**src/rtl/uart_pkg.sv**
```systemverilog
// uart_pkg: definitions shared by the UART receive-side word buffer and
// the generic word FIFO. The transmit side can reuse them.
//   BYTES_PER_WORD : number of bytes packed into one word
//   word_t         : 32-bit packed word
//   lane_t         : byte lane that the next good byte fills
//   pack_word      : builds a little-endian word from three held bytes and the last byte
package uart_pkg;

  localparam int BYTES_PER_WORD = 4;

  typedef logic [31:0] word_t;

  typedef enum logic [1:0] {
    LANE0 = 2'd0,
    LANE1 = 2'd1,
    LANE2 = 2'd2,
    LANE3 = 2'd3
  } lane_t;

  // The first byte received ends up in bits [7:0].
  function automatic word_t pack_word(input logic [23:0] low_bytes, input logic [7:0] last_byte);
    return {last_byte, low_bytes};
  endfunction

endpackage

```
**src/rtl/uart_word_fifo.sv**
```systemverilog
// uart_word_fifo: generic synchronous FIFO built from a register array.
// There is no fall-through: a word pushed at edge N appears at the head after edge N.
//   clk, rstn : clock and asynchronous active-low reset
//   clr_i     : synchronous flush. It has priority over push and pop.
//   push_i    : write din_i. This is accepted when not full, or when full and popping.
//   din_i     : word to write
//   pop_i     : remove the head word. This is ignored while empty.
//   dout_o    : head word
//   full_o    : DEPTH words held
//   empty_o   : no words held
//   count_o   : number of words held, 0..DEPTH
module uart_word_fifo #(
  parameter  int DEPTH = 8,
  parameter  int WIDTH = 32,
  localparam int AW    = $clog2(DEPTH),
  localparam int CW    = AW + 1
) (
  input  logic             clk,
  input  logic             rstn,
  input  logic             clr_i,
  input  logic             push_i,
  input  logic [WIDTH-1:0] din_i,
  input  logic             pop_i,
  output logic [WIDTH-1:0] dout_o,
  output logic             full_o,
  output logic             empty_o,
  output logic [CW-1:0]    count_o
);

  logic [WIDTH-1:0] mem_q [DEPTH];
  logic [CW-1:0]    wptr_q, wptr_d;
  logic [CW-1:0]    rptr_q, rptr_d;
  logic             do_push_s;
  logic             do_pop_s;

  // The pointers carry one extra wrap bit. Equal low bits with a differing
  // wrap bit means full. Fully equal pointers mean empty.
  assign empty_o = (wptr_q == rptr_q);
  assign full_o  = (wptr_q[AW-1:0] == rptr_q[AW-1:0]) && (wptr_q[AW] != rptr_q[AW]);
  assign count_o = wptr_q - rptr_q;
  assign dout_o  = mem_q[rptr_q[AW-1:0]];

  // A push into a full FIFO is legal only when a pop frees the head slot in the same cycle.
  assign do_pop_s  = pop_i & ~empty_o;
  assign do_push_s = push_i & (~full_o | do_pop_s);

  // Compute the next pointer values.
  always_comb begin
    wptr_d = wptr_q;
    rptr_d = rptr_q;
    if (clr_i) begin
      wptr_d = '0;
      rptr_d = '0;
    end else begin
      if (do_push_s) begin
        wptr_d = wptr_q + CW'(1);
      end else begin
        wptr_d = wptr_q;
      end
      if (do_pop_s) begin
        rptr_d = rptr_q + CW'(1);
      end else begin
        rptr_d = rptr_q;
      end
    end
  end

  // Pointer registers.
  always_ff @(posedge clk or negedge rstn) begin
    if (!rstn) begin
      wptr_q <= '0;
      rptr_q <= '0;
    end else begin
      wptr_q <= wptr_d;
      rptr_q <= rptr_d;
    end
  end

  // Storage array. It is cleared on reset so that the head reads zero.
  always_ff @(posedge clk or negedge rstn) begin
    if (!rstn) begin
      for (int i = 0; i < DEPTH; i++) begin
        mem_q[i] <= '0;
      end
    end else if (!clr_i && do_push_s) begin
      mem_q[wptr_q[AW-1:0]] <= din_i;
    end
  end

endmodule

```
**src/rtl/uart_rx_word_buf.sv**
```systemverilog
// uart_rx_word_buf: packs good bytes from the UART receiver into 32-bit
// little-endian words and queues them for a consumer over valid/ready.
//   clk, rstn   : clock and asynchronous active-low reset
//   rdata       : received byte
//   rdata_ready : one-cycle strobe. rdata and ferr are valid this cycle.
//   ferr        : framing error of the strobed byte
//   clr         : synchronous flush of the FIFO, the assembler and the sticky flags
//   word        : FIFO head word. It is meaningful only while word_valid is high.
//   word_valid  : FIFO non-empty
//   word_ready  : consumer takes the head word this cycle
//   count       : number of words held, 0..DEPTH
//   overflow    : sticky. A completed word was dropped because the FIFO was full.
//   frame_err   : sticky. A byte arrived with a framing error.
module uart_rx_word_buf
  import uart_pkg::*;
#(
  parameter  int DEPTH = 8,
  localparam int CW    = $clog2(DEPTH) + 1
) (
  input  logic          clk,
  input  logic          rstn,
  input  logic [7:0]    rdata,
  input  logic          rdata_ready,
  input  logic          ferr,
  input  logic          clr,
  output word_t         word,
  output logic          word_valid,
  input  logic          word_ready,
  output logic [CW-1:0] count,
  output logic          overflow,
  output logic          frame_err
);

  lane_t       lane_q, lane_d;
  logic [23:0] hold_q, hold_d;
  logic        overflow_q, overflow_d;
  logic        frame_err_q, frame_err_d;

  logic        empty_s;
  logic        full_s;
  logic        good_s;
  logic        word_done_s;
  logic        pop_s;
  logic        push_s;
  word_t       new_word_s;

  // Byte strobes and pops are both ignored during a flush cycle.
  assign good_s      = rdata_ready & ~ferr & ~clr;
  assign word_done_s = good_s & (lane_q == LANE3);
  assign pop_s       = ~empty_s & word_ready & ~clr;
  assign push_s      = word_done_s & (~full_s | pop_s);
  assign new_word_s  = pack_word(hold_q, rdata);

  // Compute the next lane, held bytes and sticky flags.
  always_comb begin
    lane_d      = lane_q;
    hold_d      = hold_q;
    overflow_d  = overflow_q;
    frame_err_d = frame_err_q;
    if (clr) begin
      lane_d      = LANE0;
      hold_d      = 24'h0;
      overflow_d  = 1'b0;
      frame_err_d = 1'b0;
    end else if (rdata_ready) begin
      if (ferr) begin
        // A bad byte abandons the partial word so that the next good byte starts a fresh word.
        frame_err_d = 1'b1;
        lane_d      = LANE0;
      end else begin
        case (lane_q)
          LANE0: begin
            hold_d[7:0] = rdata;
            lane_d      = LANE1;
          end
          LANE1: begin
            hold_d[15:8] = rdata;
            lane_d       = LANE2;
          end
          LANE2: begin
            hold_d[23:16] = rdata;
            lane_d        = LANE3;
          end
          LANE3: begin
            lane_d = LANE0;
            if (full_s && !pop_s) begin
              overflow_d = 1'b1;
            end else begin
              overflow_d = overflow_q;
            end
          end
          default: begin
            lane_d = LANE0;
          end
        endcase
      end
    end else begin
      lane_d = lane_q;
    end
  end

  // Assembler and sticky-flag registers.
  always_ff @(posedge clk or negedge rstn) begin
    if (!rstn) begin
      lane_q      <= LANE0;
      hold_q      <= 24'h0;
      overflow_q  <= 1'b0;
      frame_err_q <= 1'b0;
    end else begin
      lane_q      <= lane_d;
      hold_q      <= hold_d;
      overflow_q  <= overflow_d;
      frame_err_q <= frame_err_d;
    end
  end

  uart_word_fifo #(
    .DEPTH (DEPTH),
    .WIDTH (32)
  ) u_fifo (
    .clk     (clk),
    .rstn    (rstn),
    .clr_i   (clr),
    .push_i  (push_s),
    .din_i   (new_word_s),
    .pop_i   (pop_s),
    .dout_o  (word),
    .full_o  (full_s),
    .empty_o (empty_s),
    .count_o (count)
  );

  assign word_valid = ~empty_s;
  assign overflow   = overflow_q;
  assign frame_err  = frame_err_q;

endmodule

```
**config.mk**
```make
export PLATFORM = sky130hd
export DESIGN_NAME = uart_rx_word_buf
export DESIGN_NICKNAME = d
export VERILOG_FILES = /design/src/rtl/uart_pkg.sv /design/src/rtl/uart_word_fifo.sv /design/src/rtl/uart_rx_word_buf.sv
export SDC_FILE = /design/constraint.sdc
export NUM_CORES = 1
export LEC_CHECK = 0
export CAP_MARGIN = 25
export CELL_PAD_IN_SITES_DETAIL_PLACEMENT = 2
export CELL_PAD_IN_SITES_GLOBAL_PLACEMENT = 2
export CORE_MARGIN = 8
export CORE_UTILIZATION = 50
export CTS_BUF_LIST = sky130_fd_sc_hd__clkbuf_8
export DETAILED_ROUTE_END_ITERATION = 12
export PLACE_DENSITY = 0.9
export SYNTH_ARGS = -nofsm -noshare
export SYNTH_HDL_FRONTEND = slang
export SYNTH_SLANG_ARGS = --single-unit
export TNS_END_PERCENT = 20
```
**constraint.sdc**
```tcl
create_clock -name clk -period 6.5 [get_ports clk]
set_input_delay 1.3 -clock clk [delete_from_list [all_inputs] [get_ports clk]]
set_output_delay 1.3 -clock clk [all_outputs]
set_load 0.1 [all_outputs]
```
==> run summary, run 1 <==
The flow ran to the end, and the final reports show no timing, DRC or antenna violations. Setup repair after global routing left no endpoint under its margin. The detailed router placed 8625 vias in this run. The total overflow reported by the global router came out at 0. When the netlist entered floorplanning its net count stood at 949. The area of the die is 32500 sq um. The count of nets left with antenna violations once routing finished came out at 0. By count the netlist is led by sky130_fd_sc_hd__dfrtp_1, sky130_fd_sc_hd__mux2_2, sky130_fd_sc_hd__nand2_1.

Data on the critical path is required at its endpoint by 5.20 ns. The number of antenna violations at the first check in global routing came to 1. The die boundary width came out at 180 um. The maximum number of pins on one net before global-route repair came out at 123. The number of global-route vias before repair came out at 10.3k. The sequential cell fraction of total power is 0.491. Synthesis handed over a netlist of 925 instances. The aggregate global-route resource usage came out at 0.286.

The count of pins on the block boundary came out at 53. The number of remaining DRC errors is 0. The data arrival at the endpoint of the critical path is 3.87 ns. The number of setup buffers added after CTS came out at 0. The final number of hold-violating endpoints is 0. The synthesized design contains 0 enable-type register cells. From bottom edge to top edge, the die measures 180 um. In this run the power spent charging and discharging nets is 916 uW. The final net count came out at 1010. The share of async-settable or async-resettable flops after synthesis is 1.00. For this run, the leading register cell type out of synthesis is sky130_fd_sc_hd__dfrtp_1. The worst-skew pair later-pin latency is 0.59 ns. Of the post-synthesis cell area, the dominant cell type holds 0.542. The number of endpoints failing setup at the final stage came out at 0. The areal power density over the cells came out at 243 nW/um^2. The global-route wire length before repair came out at 70500 um. In this run the worst hold path is classified as reg2reg. After detailed routing, the total wire length is 45700 um. Of the total power, the share spent switching nets is 0.245. The area taken by flip-flops and latches came out at 7310 sq um.

The most frequent cell after synthesis is sky130_fd_sc_hd__dfrtp_1. The share of the clock period used by the worst path after layout came out at 0.796. The post-layout total power came out at 3.74 mW.

The share of post-route cells with drive strength above 1 is 0.418. The worst-path maximum fanout is 40. The post-synthesis sequential area ratio came out at 0.542. The placed cell area is 14300 sq um.

In the final routed layout, each cell accounts on average for 33.6 um. For this design, the CTS-stage hold fixing added 0 buffers. The leading area contributor after synthesis is sky130_fd_sc_hd__dfrtp_1. Compared with the post-synthesis result, the final layout area differs by 14.0%.

The global placer's final weighted congestion is 0.709. The maximum resistive drop on vdd is 186 uV. The combined area of all synthesized cells came out at 13500 sq um. The measured slew at the worst slew-check pin is 1.04 ns. The startpoint kind of the worst setup timing path is a flop. By area the synthesized netlist is led by sky130_fd_sc_hd__dfrtp_1, sky130_fd_sc_hd__mux2_2, sky130_fd_sc_hd__mux4_2, sky130_fd_sc_hd__mux2_4, sky130_fd_sc_hd__nand2_1. The number of H-tree levels is 2. The clock sink count is 292.

After synthesis, the netlist uses 43 different library cells. The violation count after the first detailed-route iteration came out at 562. The initial utilization of the core area, before any placement, comes to 0.505.

The root cell of the clock tree is sky130_fd_sc_hd__clkbuf_8. The final-layout setup total negative slack is 0 ns. The cell leakage power came out at 7.51 nW. The longest clock path from root to sink contains 3 buffers. TritonCTS built the clock tree. The final non-filler cell area came out at 15400 sq um. The initialized floorplan defines 60 standard-cell rows. Counting the buffers created by CTS gives 51.

For the final database, setup skew stands at 0.0247 ns. In this run the standard cell core region covers 26700 sq um. The relative slew slack came out at 0.305. Of the total power, combinational logic draws 0.030. The clock network power share came out at 0.479. The clock-pin transition on the worst setup and hold timing paths came out at 0.06 ns.

The worst setup path is of the reg2out kind. The cell-internal power is 2.82 mW. The max-slew violation count came out at 0. The number of search-and-repair iterations in the first detailed-routing pass is 5. The worst setup path is captured at an output pin. The final HPWL from detailed placement came out at 24500 um. In the final layout, the multi-input gates occupy 5850 sq um. Across the run, the number of max-cap violations was 0. In this run, synthesis produced a sequential element count of 292. The upper clock frequency limit is 193 MHz.

The number of filler instances in the final layout is 2343. The total number of yosys warnings is 0. A synthesized cell averages 14.6 sq um. The post-cts gate resize count came out at 0. The time the worst path needs with I/O delays and setup is 5.17 ns. The vias per cell is 6.34. The port buffer count is 52.
-- final timing paths --
path / from / end / slack, ns / cells after the start
max: u_fifo.rptr_q[0]$_DFFE_PN0P_ / word[0] / 1.33 / 5
min: u_fifo.mem_q[209]$_DFFE_PN0P_ / u_fifo.mem_q[209]$_DFFE_PN0P_ / 0.51 / 1
max reg2reg: u_fifo.rptr_q[1]$_DFFE_PN0P_ / u_fifo.mem_q[237]$_DFFE_PN0P_ / 1.76 / 8
min reg2reg: u_fifo.mem_q[209]$_DFFE_PN0P_ / u_fifo.mem_q[209]$_DFFE_PN0P_ / 0.51 / 1
max in group asynchronous: rstn / u_fifo.mem_q[176]$_DFFE_PN0P_ / 4.19 / 2
min in group asynchronous: rstn / u_fifo.mem_q[149]$_DFFE_PN0P_ / 0.75 / 1
-- power groups by stage --
stage / clock (mW) / combinational [mW] / sequential (mW)
floorplan: 0 / 0.0384 / 1.87
detailed placement: 0 / 0.109 / 1.87
CTS: 1.81 / 0.113 / 1.84
finish: 1.79 / 0.111 / 1.84
global route: 1.88 / 0.120 / 1.84
global placement: 0 / 0.104 / 1.87
-- cell type report --
type	count	share of cell area
well taps	341	0.0278
repair buffers	74	0.0455
clock inverters	17	0.00651
clock buffers	69	0.0618
diodes	1	0.000163
multi-input cells	558	0.381
flip-flops and latches	292	0.476
inverters	9	0.00220
-- per-stage QoR --
step / hold slack [ns] / utilization / setup WS (ns) / instances
2_1_floorplan: 0.453 / - / 2.03 / 925
3_3_place_gp: 0.461 / 0.535 / 2.00 / 1273
3_5_place_dp: 0.478 / 0.535 / 1.87 / 1273
4_1_cts: 0.504 / 0.575 / 1.23 / 1359
5_1_grt: 0.522 / 0.575 / 1.11 / 1361
6_report: 0.507 / 0.575 / 1.33 / 1361
-- worst max-delay path, cell delays in order, from the launching register on --
cell,delay [ns]
sky130_fd_sc_hd__dfrtp_4,0.99
sky130_fd_sc_hd__buf_4,0.51
sky130_fd_sc_hd__mux4_2,0.57
sky130_fd_sc_hd__nand2_1,0.11
sky130_fd_sc_hd__nand2_1,0.10
sky130_fd_sc_hd__clkdlybuf4s50_1,0.98
-- logic make-up (layout without fill, tap and decap cells) --
| logic type | count (synthesis) | count (layout) | share of synthesized area |
|---|---|---|---|
| multiplexers | 324 | 324 | 0.340 |
| flip-flops | 292 | 292 | 0.542 |
| buffers and inverters | 75 | 169 | 0.0270 |
| XOR/XNOR | 9 | 9 | 0.00640 |
| other | 0 | 1 | 0 |
| AND/OR/NAND/NOR | 181 | 181 | 0.0608 |
| adder cells (fa/ha/maj) | 10 | 10 | 0.00983 |
| AO/OA/AOI/OAI | 34 | 34 | 0.0139 |
-- state kept, by name (all words and copies together) (netlist names) --
signal / flops
frame_err: 1
hold_q: 24
lane_q: 2
overflow: 1
u_fifo.mem_q: 256
u_fifo.rptr_q: 4
u_fifo.wptr_q: 4
-- metal layers --
metal,share of wire,up-vias,GRT usage
li1,-,3432,-
met1,0.41,4746,0.361
met2,0.51,326,0.485
met3,0.040,121,0.0427
met4,0.037,0,0.124
met5,0,-,0
-- cell usage in the layout, fill, tap and decap left out, types with 2 or more instances in the layout --
master | synthesis | routed
sky130_fd_sc_hd__or4b_2 | 0 | 2
sky130_fd_sc_hd__mux2_2 | 190 | 190
sky130_fd_sc_hd__nor4_4 | 1 | 3
sky130_fd_sc_hd__mux2_1 | 7 | 7
sky130_fd_sc_hd__nand2_1 | 125 | 125
sky130_fd_sc_hd__ha_1 | 9 | 9
sky130_fd_sc_hd__a21oi_1 | 27 | 27
sky130_fd_sc_hd__mux2i_1 | 3 | 3
sky130_fd_sc_hd__xor2_1 | 4 | 4
sky130_fd_sc_hd__clkbuf_8 | 0 | 69
sky130_fd_sc_hd__clkdlybuf4s50_1 | 0 | 48
sky130_fd_sc_hd__mux2_4 | 60 | 60
sky130_fd_sc_hd__nand2b_1 | 2 | 2
sky130_fd_sc_hd__inv_1 | 8 | 21
sky130_fd_sc_hd__nor2_1 | 11 | 11
sky130_fd_sc_hd__dfrtp_1 | 292 | 290
sky130_fd_sc_hd__clkinv_2 | 0 | 2
sky130_fd_sc_hd__buf_4 | 3 | 23
sky130_fd_sc_hd__o211ai_1 | 2 | 2
sky130_fd_sc_hd__nand3_1 | 25 | 25
sky130_fd_sc_hd__xnor2_1 | 4 | 4
sky130_fd_sc_hd__mux4_2 | 64 | 64
Power figures use the tool's default switching activity.
==> run 2: changes to the inputs <==
- CORE_UTILIZATION: 50 -> 42
- PLACE_DENSITY: 0.9 -> 0.81
- clock period: 6.5 -> 4.5 ns (I/O delays scaled with it)
==> run summary, run 2 (synthesis results as in run 1) <==
In the finished design, the share of the clock period the worst path needs comes to 0.760. Clock tree synthesis found a total of 292 sinks. The placeable core area came out at 31600 sq um. u_fifo.mem_q holds more flip-flops than any other register. The cell count after placement is 1338. The CTS tree is built. The count of pins on the block boundary came out at 53. The post-cts gate resize count is 0. The area taken by flip-flops and latches is 7310 sq um. The maximum number of pins on one net before global-route repair is 102. The root cell of the clock tree is sky130_fd_sc_hd__clkbuf_8. The area taken by multi-input logic gates is 5850 sq um. The measured slew at the worst slew-check pin came out at 1.01 ns. The routed length per instance came out at 26.3 um. The most critical setup path has its startpoint at u_fifo.rptr_q[0]$_DFFE_PN0P_. The final-layout setup total negative slack came out at 0 ns. In the routed design, unresolved DRC markers number 0.

The global placer's final weighted congestion came out at 0.695. The time the worst path needs with I/O delays and setup is 3.42 ns. The data arrival at the endpoint of the critical path came out at 2.52 ns. The global-route wire length before repair is 59800 um. The area of the die is 38100 sq um. Before antenna repair, the detailed router went through 4 iterations. The count of maximum capacitance violations came out at 0. The reg-to-reg critical path startpoint is u_fifo.wptr_q[2]$_DFFE_PN0P_. The maximum resistive drop on vdd came out at 202 uV. The number of buffers added by the clock tree synthesis step is 50.

The run finished with clean final reports. The share of post-route cells with drive strength above 1 is 0.442. The relative slew slack is 0.322. The max-slew violation count came out at 0. The number of H-tree levels came out at 2.

The vias per cell came out at 5.66. The critical path in this run is classified as reg2out. Timing would allow up to 292 MHz. The number of antenna violations at the first check in global routing came to 1. The number of filler instances in the final layout is 2896.

After global routing the overflow that remains totals 0. The top cell types in the final layout, fill and taps aside, are sky130_fd_sc_hd__dfrtp_1, sky130_fd_sc_hd__mux2_2, sky130_fd_sc_hd__nand2_1, sky130_fd_sc_hd__mux4_2, sky130_fd_sc_hd__clkbuf_8. The worst-skew pair later-pin latency came out at 0.56 ns. The buffer levels on the longest clock path came out at 3.

Clock-pin slew was measured on the worst setup and hold paths at 0.06 ns. The count of antenna-violating nets left after detailed routing is 0. The initial cell density of the core is 0.427. The die is 195 um wide. The layout overhead on the synthesized area came out at 16.8%.

Once the clock tree was built, the setup fixing pass inserted 0 buffers. STA classifies the critical path startpoint as a flop. The net count of the finished layout is 1012. The worst setup path is captured at an output pin.

The count of hold buffers inserted by post-cts repair came out at 0. The most frequent standard cell in the layout excluding fill and tap cells is sky130_fd_sc_hd__dfrtp_1. The worst-path maximum fanout came out at 67.

The register with the most flip-flops in the layout has 256 of them. After the first detailed-routing iteration, the DRC count stood at 427. The final number of hold-violating endpoints came out at 0. Setup repair after global routing left no endpoint under its margin.

The vertical extent of the die is 195 um. The maximum clock skew at final layout came out at 0.0218 ns. In the global route stage, overall resource usage came out at 0.202. In this run the power density over the cells is 324 nW/um^2. The largest registers in the layout are u_fifo.mem_q x256, hold_q x24.

The utilization after layout came out at 0.499. The port buffer count is 52. In this run the static leakage power is 7.69 nW. For this block, the routed nets add up to 37500 um of wire.

The required time of the critical path is 3.60 ns. After legalization and detailed placement, the total HPWL measured 22500 um. The number of global-route vias before repair came to 9783. Setup violations remaining at the end of the flow were counted as 0. The site row count is 65. The non-filler instance count after layout came out at 1426.

The class of the most critical hold timing path is in2async. The via count is 8072.
-- run 2: critical path, cell delays in order, from the launching register on --
cell and delay [ns]:
sky130_fd_sc_hd__dfrtp_4 0.42, sky130_fd_sc_hd__buf_12 0.46, sky130_fd_sc_hd__mux4_2 0.60, sky130_fd_sc_hd__nand2_1 0.12, sky130_fd_sc_hd__nand2_1 0.12, sky130_fd_sc_hd__buf_12 0.19
-- run 2: path summary, 6_finish.rpt --
kind | end | slack (ns) | cells after the start
max | word[29] | 1.08 | 5
min reg2reg | u_fifo.mem_q[197]$_DFFE_PN0P_ | 0.49 | 1
min in group clk | u_fifo.mem_q[197]$_DFFE_PN0P_ | 0.49 | 1
max reg2reg | u_fifo.mem_q[236]$_DFFE_PN0P_ | 1.20 | 6
min | u_fifo.mem_q[185]$_DFFE_PN0P_ | 0.36 | 1
max in group asynchronous | u_fifo.mem_q[238]$_DFFE_PN0P_ | 3.01 | 2
-- run 2: cell type report --
type	instances	share of cell area
Sequential cell	292	0.464
Multi-Input combinational cell	558	0.371
Timing Repair Buffer	77	0.0704
Clock buffer	61	0.0533
Tap cell	402	0.0319
Clock inverter	26	0.00651
Inverter	9	0.00214
Antenna cell	1	0.000159
-- run 2: metrics by stage --
stage	cell area, sq um	hold WS, ns	power [mW]	setup WS, ns
after CTS	15800	0.391	5.18	0.977
final	15800	0.363	5.10	1.08
after detailed placement	14800	0.477	2.86	0.566
after global routing	15800	0.426	5.29	0.892
after global placement	14800	0.465	2.86	0.806
after floorplan	13500	0.453	2.75	0.435
-- run 2: per-layer routing --
metal	share of wire	routed length, um	GRT usage	vias up
met5	0	0	0	-
met4	0.026	984	0.0719	0
met3	0.034	1270	0.0325	74
met2	0.51	19100	0.352	171
met1	0.43	16100	0.251	4393
li1	-	-	-	3434
-- run 2: where the power goes --
part / internal [mW] / switching, mW / leakage, nW
clock network: 1.21 / 1.07 / 0.576
logic: 0.0386 / 0.124 / 3.04
registers: 2.63 / 0.0153 / 4.07
